$ cat config.mk
export PLATFORM = sky130hd
export DESIGN_NAME = shift_arbiter_flat
export DESIGN_NICKNAME = d
export VERILOG_FILES = /design/src/rtl/shift_arbiter_pkg.sv /design/src/rtl/shift_arbiter_if.sv /design/src/rtl/shifter.sv /design/src/rtl/shift_arbiter.sv /design/src/flat_wrapper.sv
export SDC_FILE = /design/constraint.sdc
export NUM_CORES = 1
export LEC_CHECK = 0
export CORE_UTILIZATION = 45
export CTS_BUF_LIST = sky130_fd_sc_hd__clkbuf_4
export DETAILED_ROUTE_END_ITERATION = 7
export GPL_TIMING_DRIVEN = 0
export PLACE_DENSITY = 0.74
export SETUP_SLACK_MARGIN = 0.1
export SLEW_MARGIN = 25
export SYNTH_ARGS = -nofsm -noshare
export SYNTH_HDL_FRONTEND = slang
export SYNTH_HIERARCHICAL = 1
export SYNTH_SLANG_ARGS = --single-unit
$ cat constraint.sdc
create_clock -name clk -period 3 [get_ports clk]
set_input_delay 0.9 -clock clk [delete_from_list [all_inputs] [get_ports clk]]
set_output_delay 0.9 -clock clk [all_outputs]
set_load 0.01 [all_outputs]
$ cat src/rtl/shift_arbiter_pkg.sv
`default_nettype none
// ============================================================================
//  Module      : shift_arbiter_pkg
//  Description : Shared state encoding, direction constants and the
//                round-robin pick helper for the shift arbiter.
//  Revision    : 1.0 - initial release
// ============================================================================
package shift_arbiter_pkg;

    typedef logic [1:0] state_t;

    localparam state_t IDLE = 2'd0;
    localparam state_t EXEC = 2'd1;
    localparam state_t RESP = 2'd2;

    localparam logic DIR_LEFT  = 1'b0;
    localparam logic DIR_RIGHT = 1'b1;

    // Winner index: a lone requester wins; on a tie the one not granted last wins.
    function automatic logic rr_pick(input logic v0, input logic v1, input logic last);
        if (v0 && v1) begin
            return ~last;
        end
        return v1;
    endfunction

endpackage
`default_nettype wire

$ cat src/rtl/shift_arbiter_if.sv
`default_nettype none
// ============================================================================
//  Module      : shift_arbiter_if
//  Description : Request/response handshake bundle for both requesters of the
//                shift arbiter. master = requester side, slave = arbiter side.
//  Revision    : 1.0 - initial release
// ============================================================================
interface shift_arbiter_if #(
    parameter int WIDTH = 4
);
    logic             req0_valid;
    logic             req0_ready;
    logic [WIDTH-1:0] req0_a;
    logic [WIDTH-1:0] req0_b;
    logic             req0_dir;
    logic             resp0_valid;
    logic             resp0_ready;
    logic [WIDTH-1:0] resp0_data;

    logic             req1_valid;
    logic             req1_ready;
    logic [WIDTH-1:0] req1_a;
    logic [WIDTH-1:0] req1_b;
    logic             req1_dir;
    logic             resp1_valid;
    logic             resp1_ready;
    logic [WIDTH-1:0] resp1_data;

    modport master (
        output req0_valid, req0_a, req0_b, req0_dir, resp0_ready,
        output req1_valid, req1_a, req1_b, req1_dir, resp1_ready,
        input  req0_ready, resp0_valid, resp0_data,
        input  req1_ready, resp1_valid, resp1_data
    );

    modport slave (
        input  req0_valid, req0_a, req0_b, req0_dir, resp0_ready,
        input  req1_valid, req1_a, req1_b, req1_dir, resp1_ready,
        output req0_ready, resp0_valid, resp0_data,
        output req1_ready, resp1_valid, resp1_data
    );
endinterface
`default_nettype wire

$ cat src/rtl/shifter.sv
`default_nettype none
// ============================================================================
//  Module      : shifter
//  Description : Combinational logical shifter producing both the left and the
//                right shifted result of a by b, zero fill. Amounts >= WIDTH
//                yield all zeros.
//  Revision    : 1.0 - initial release
// ============================================================================
module shifter #(
    parameter int WIDTH = 4
) (
    input  wire logic [WIDTH-1:0] a,
    input  wire logic [WIDTH-1:0] b,
    output logic      [WIDTH-1:0] left_shift_result,
    output logic      [WIDTH-1:0] right_shift_result
);
    localparam logic [WIDTH:0] C_WIDTH_EXT = (WIDTH + 1)'(WIDTH);

    logic w_oversize;

    // Oversized amounts are forced to zero explicitly rather than relying on shift semantics.
    always_comb begin
        w_oversize         = ({1'b0, b} >= C_WIDTH_EXT);
        left_shift_result  = w_oversize ? '0 : (a << b);
        right_shift_result = w_oversize ? '0 : (a >> b);
    end
endmodule
`default_nettype wire

$ cat src/rtl/shift_arbiter.sv
`default_nettype none
// ============================================================================
//  Module      : shift_arbiter
//  Description : Round-robin arbiter sharing one shifter between two
//                requesters; one operation in flight, valid/ready on both
//                request and response paths.
//  Revision    : 1.0 - initial release
// ============================================================================
module shift_arbiter
    import shift_arbiter_pkg::*;
#(
    parameter int WIDTH = 4
) (
    input  wire logic        clk,
    input  wire logic        rst,
    shift_arbiter_if.slave   bus,
    output logic             busy
);
    state_t           r_state;
    state_t           w_next_state;
    logic             r_last_grant;
    logic             r_owner;
    logic [WIDTH-1:0] r_a;
    logic [WIDTH-1:0] r_b;
    logic             r_dir;
    logic             r_resp0_valid;
    logic             r_resp1_valid;
    logic [WIDTH-1:0] r_resp0_data;
    logic [WIDTH-1:0] r_resp1_data;

    logic             w_grant;
    logic             w_accept;
    logic             w_owner_resp_ready;
    logic [WIDTH-1:0] w_left;
    logic [WIDTH-1:0] w_right;
    logic [WIDTH-1:0] w_result;

    shifter #(
        .WIDTH(WIDTH)
    ) u_shifter (
        .a                  (r_a),
        .b                  (r_b),
        .left_shift_result  (w_left),
        .right_shift_result (w_right)
    );

    // Arbitration and handshake qualification; ready is suppressed while reset is asserted.
    always_comb begin
        w_grant            = rr_pick(bus.req0_valid, bus.req1_valid, r_last_grant);
        w_accept           = (r_state == IDLE) && !rst && (bus.req0_valid || bus.req1_valid);
        w_owner_resp_ready = r_owner ? bus.resp1_ready : bus.resp0_ready;
        w_result           = (r_dir == DIR_RIGHT) ? w_right : w_left;
    end

    // State register.
    always_ff @(posedge clk) begin
        if (rst) begin
            r_state <= IDLE;
        end else begin
            r_state <= w_next_state;
        end
    end

    // Next-state logic.
    always_comb begin
        w_next_state = r_state;
        case (r_state)
            IDLE:    if (w_accept)           w_next_state = EXEC;
            EXEC:                            w_next_state = RESP;
            RESP:    if (w_owner_resp_ready) w_next_state = IDLE;
            default:                         w_next_state = IDLE;
        endcase
    end

    // FSM outputs: request ready strobes and the busy flag.
    always_comb begin
        bus.req0_ready = w_accept && (w_grant == 1'b0);
        bus.req1_ready = w_accept && (w_grant == 1'b1);
        busy           = (r_state != IDLE);
    end

    // Operand capture and grant history on accept.
    always_ff @(posedge clk) begin
        if (rst) begin
            r_last_grant <= 1'b1;
            r_owner      <= 1'b0;
            r_a          <= '0;
            r_b          <= '0;
            r_dir        <= DIR_LEFT;
        end else if (w_accept) begin
            r_last_grant <= w_grant;
            r_owner      <= w_grant;
            r_a          <= w_grant ? bus.req1_a   : bus.req0_a;
            r_b          <= w_grant ? bus.req1_b   : bus.req0_b;
            r_dir        <= w_grant ? bus.req1_dir : bus.req0_dir;
        end
    end

    // Response registers: loaded in EXEC for the owner, valid dropped on its handshake.
    always_ff @(posedge clk) begin
        if (rst) begin
            r_resp0_valid <= 1'b0;
            r_resp1_valid <= 1'b0;
            r_resp0_data  <= '0;
            r_resp1_data  <= '0;
        end else if (r_state == EXEC) begin
            if (r_owner) begin
                r_resp1_valid <= 1'b1;
                r_resp1_data  <= w_result;
            end else begin
                r_resp0_valid <= 1'b1;
                r_resp0_data  <= w_result;
            end
        end else if ((r_state == RESP) && w_owner_resp_ready) begin
            if (r_owner) begin
                r_resp1_valid <= 1'b0;
            end else begin
                r_resp0_valid <= 1'b0;
            end
        end
    end

    assign bus.resp0_valid = r_resp0_valid;
    assign bus.resp1_valid = r_resp1_valid;
    assign bus.resp0_data  = r_resp0_data;
    assign bus.resp1_data  = r_resp1_data;

endmodule
`default_nettype wire

$ cat src/flat_wrapper.sv
// flat-port wrapper written by rule: the top's interface ports become plain ports
module shift_arbiter_flat import shift_arbiter_pkg::*;
#(
    parameter int WIDTH = 4
)
  (clk, rst, busy, bus_req0_valid, bus_req0_a, bus_req0_b, bus_req0_dir, bus_resp0_ready, bus_req1_valid, bus_req1_a, bus_req1_b, bus_req1_dir, bus_resp1_ready, bus_req0_ready, bus_resp0_valid, bus_resp0_data, bus_req1_ready, bus_resp1_valid, bus_resp1_data);
  shift_arbiter_if #(.WIDTH(WIDTH)) bus_i ();
  input  wire logic clk;
  input  wire logic rst;
  output logic busy;
  input wire logic [$bits(bus_i.req0_valid)-1:0] bus_req0_valid;
  input wire logic [$bits(bus_i.req0_a)-1:0] bus_req0_a;
  input wire logic [$bits(bus_i.req0_b)-1:0] bus_req0_b;
  input wire logic [$bits(bus_i.req0_dir)-1:0] bus_req0_dir;
  input wire logic [$bits(bus_i.resp0_ready)-1:0] bus_resp0_ready;
  input wire logic [$bits(bus_i.req1_valid)-1:0] bus_req1_valid;
  input wire logic [$bits(bus_i.req1_a)-1:0] bus_req1_a;
  input wire logic [$bits(bus_i.req1_b)-1:0] bus_req1_b;
  input wire logic [$bits(bus_i.req1_dir)-1:0] bus_req1_dir;
  input wire logic [$bits(bus_i.resp1_ready)-1:0] bus_resp1_ready;
  output wire logic [$bits(bus_i.req0_ready)-1:0] bus_req0_ready;
  output wire logic [$bits(bus_i.resp0_valid)-1:0] bus_resp0_valid;
  output wire logic [$bits(bus_i.resp0_data)-1:0] bus_resp0_data;
  output wire logic [$bits(bus_i.req1_ready)-1:0] bus_req1_ready;
  output wire logic [$bits(bus_i.resp1_valid)-1:0] bus_resp1_valid;
  output wire logic [$bits(bus_i.resp1_data)-1:0] bus_resp1_data;
  assign bus_i.req0_valid = bus_req0_valid;
  assign bus_i.req0_a = bus_req0_a;
  assign bus_i.req0_b = bus_req0_b;
  assign bus_i.req0_dir = bus_req0_dir;
  assign bus_i.resp0_ready = bus_resp0_ready;
  assign bus_i.req1_valid = bus_req1_valid;
  assign bus_i.req1_a = bus_req1_a;
  assign bus_i.req1_b = bus_req1_b;
  assign bus_i.req1_dir = bus_req1_dir;
  assign bus_i.resp1_ready = bus_resp1_ready;
  assign bus_req0_ready = bus_i.req0_ready;
  assign bus_resp0_valid = bus_i.resp0_valid;
  assign bus_resp0_data = bus_i.resp0_data;
  assign bus_req1_ready = bus_i.req1_ready;
  assign bus_resp1_valid = bus_i.resp1_valid;
  assign bus_resp1_data = bus_i.resp1_data;
  shift_arbiter #(.WIDTH(WIDTH)) u_core (.clk(clk), .rst(rst), .bus(bus_i), .busy(busy));
endmodule
==> out/qor.csv <==
metric,value,unit
reg2reg_to,u_core/bus.resp1_data[2]$_SDFFE_PP0P_,
gp_congestion,0.772,
nNetsFinal,208,
maxCapViolCount,0,
grt_usage,21.1,%
end_kind,primary output,
synth_area,1210,µm²
setup_violations,0,
crit_type,input pin to primary output,
core_area,2520,µm²
drive_gt1_share,15.8,%
min_period,2800,ps
start_util,48.2,%
place_inst,209,
hold_violations,0,
rsz0062_at_grt,no,
critPathLaunchType,input pin,
clock.fmax,357,MHz
clock_skew,3.35,ps
finalMaxSlewViolations,0,
globalRouteOverflowTotal,0,
cellLeakagePower,0.612,nW
crit_path_end,bus_req1_ready,
rr_startpoint,u_core/r_a[2]$_SDFFE_PP0P_,
top_usage_layer,met2,
rows,18,
grt_antenna_before_repair,0,
place_area,1610,µm²
synth_seq_cells,23,
synth-edff-count,0,
yosysWarnings,6,
status,finished clean,
grt_max_degree,13,
grt_pass1_vias,989,
drt_wl_total,2760,µm
cts_root_buffer,clkbuf_4,
fin_util,65.1,%
cts_tree,built,
grt_use_met1,26.1,%
drt_iter0_markers,21,
syn_inst,143,
num_vias,1163,
n_antenna_cell,0,
synth_async_sr_flop_share,0,%
path_clk_slew,130,ps
powerDensity,447,nW/µm²
fin_crit_sh,93.4,%
cts_setup_buffers,0,
syn_area_per_cell,8.50,µm²
ff2ff_setup_slack,1460,ps
dp_hpwl,2140,µm
portBuffers,36,
syn-num-nets,167,
met2_usage,38.3,%
drcViolationCount,0,
cts.sink_count,23,
synth-seq-area-share,37.9,%
hp-class,register to register,
worst_pin_slew,471,ps
synth_ff_type,dfxtp_1,
die_w,54.0,µm
cp_max_fo,10,
die-area,2910,µm²
critPathLaunch,rst,
clkLatencyLatePin,300,ps
crit_arrival,1900,ps
wire_per_inst,13.0,µm
fill_cells,225,
maxSlewHeadroom,68.6,%
vias_per_cell,5.46,
cts_buffers,3,
syn2layout_area_growth,35.2,%
fin_cells,213,
ir_drop,281,µV
grt_first_pass_wirelength,4520,µm
dr.pass1.iters,4,
rr_worst_depth,5,
clockBufferDepth,2,
finalWorstSetupSlack,198,ps
htree_levels,1,
ys_types,37,
final_antenna_net_count,0,
die_h,54.0,µm
crit_required,2100,ps
total_power,0.734,mW
num_io_pins,37,
dp_slack,-535,ps
worst_hold_slack,507,ps
hold_buffers,0,
totalNegativeSetupSlack,0,ps
final_area,1640,µm²
met3_usage,2.54,%
-- registers in the layout (all words and copies together) (netlist names) --
register	count
u_core/bus.resp1_valid	1
u_core/r_dir	1
u_core/r_owner	1
u_core/bus.resp1_data	4
u_core/r_state	2
u_core/r_a	4
u_core/r_b	4
u_core/bus.resp0_valid	1
u_core/bus.resp0_data	4
u_core/r_last_grant	1
-- cells by family after synthesis --
logic type / count (synthesis) / synth area share, %
AND/OR/NAND/NOR: 54 / 22.2
AO/OA/AOI/OAI: 41 / 24.6
buffers and inverters: 16 / 7.41
multiplexers: 9 / 7.83
flip-flops: 23 / 37.9
-- what timing repair did --
action / in CTS / in global routing
setup endpoints to repair: 2 / 0
resized for setup: 14 / 0
hold endpoints to repair: 0 / 0
-- routing by layer --
| metal | vias up | share of wire, % |
|---|---|---|
| li1 | 599 | - |
| met1 | 530 | 48 |
| met2 | 32 | 48 |
| met3 | 2 | 3.5 |
| met4 | 0 | 0.54 |
| met5 | - | 0 |
-- area by class of cell --
class / instances / area (µm²) / share of cell area, %
Inverter: 4 / 15.0 / 0.914
Multi-Input combinational cell: 104 / 672 / 40.9
Buffer: 12 / 81.3 / 4.95
Tap cell: 30 / 37.5 / 2.28
Clock buffer: 4 / 30.0 / 1.83
Timing Repair Buffer: 36 / 347 / 21.1
Sequential cell: 23 / 460 / 28.0
-- power breakdown --
group | internal [mW] | switching, mW | leakage [nW]
Sequential | 0.332 | 0.0213 | 0.189
Combinational | 0.119 | 0.110 | 0.405
Clock | 0.0608 | 0.0910 | 0.0184
-- worst max-delay path: stages --
cell and delay, ps:
dlygate4sd2_1 290, o21ba_2 260, buf_6 130, nand2_2 80, nor2_1 100, buf_2 140
-- worst min path at each step --
stage | from | end | slack [ps] | depth (start not counted)
3_5_place_dp | u_core/bus.resp1_data[1]$_SDFFE_PP0P_ | u_core/bus.resp1_data[1]$_SDFFE_PP0P_ | 490 | 2
3_3_place_gp | u_core/bus.resp1_data[0]$_SDFFE_PP0P_ | u_core/bus.resp1_data[0]$_SDFFE_PP0P_ | 490 | 2
6_report | u_core/bus.resp1_data[1]$_SDFFE_PP0P_ | u_core/bus.resp1_data[1]$_SDFFE_PP0P_ | 510 | 2
4_1_cts | u_core/bus.resp1_data[1]$_SDFFE_PP0P_ | u_core/bus.resp1_data[1]$_SDFFE_PP0P_ | 510 | 2
2_1_floorplan | u_core/r_b[0]$_SDFFE_PP0P_ | u_core/r_b[0]$_SDFFE_PP0P_ | 490 | 2
5_1_grt | u_core/bus.resp0_data[1]$_SDFFE_PP0P_ | u_core/bus.resp0_data[1]$_SDFFE_PP0P_ | 530 | 2
-- synthesized netlist by cell type, types with 3 or more instances --
cell type / number / share of area [%]
dfxtp_1: 23 / 38
nand2_1: 22 / 6.8
nor2_1: 16 / 4.9
a21oi_1: 13 / 5.4
a211oi_1: 9 / 5.6
a311oi_1: 9 / 6.5
mux2i_1: 8 / 6.6
buf_2: 5 / 2.1
inv_1: 3 / 0.93
nor3b_2: 3 / 3.1
-- layout by cell type (no fill, tap or decap), types with 2 or more instances in the layout --
cell type and n:
a311oi_1 9, nor3_1 2, buf_4 2, nor3b_2 3, buf_6 3, buf_2 6, nand2_1 22, o22ai_1 2
clkbuf_4 4, a21oi_1 13, mux2i_1 8, or3_1 2, clkdlybuf4s50_1 31, a211oi_1 9, dlygate4sd2_1 3, inv_1 3
dfxtp_1 23, nor2_1 16
Note: power is estimated with default switching activity, not from simulation.
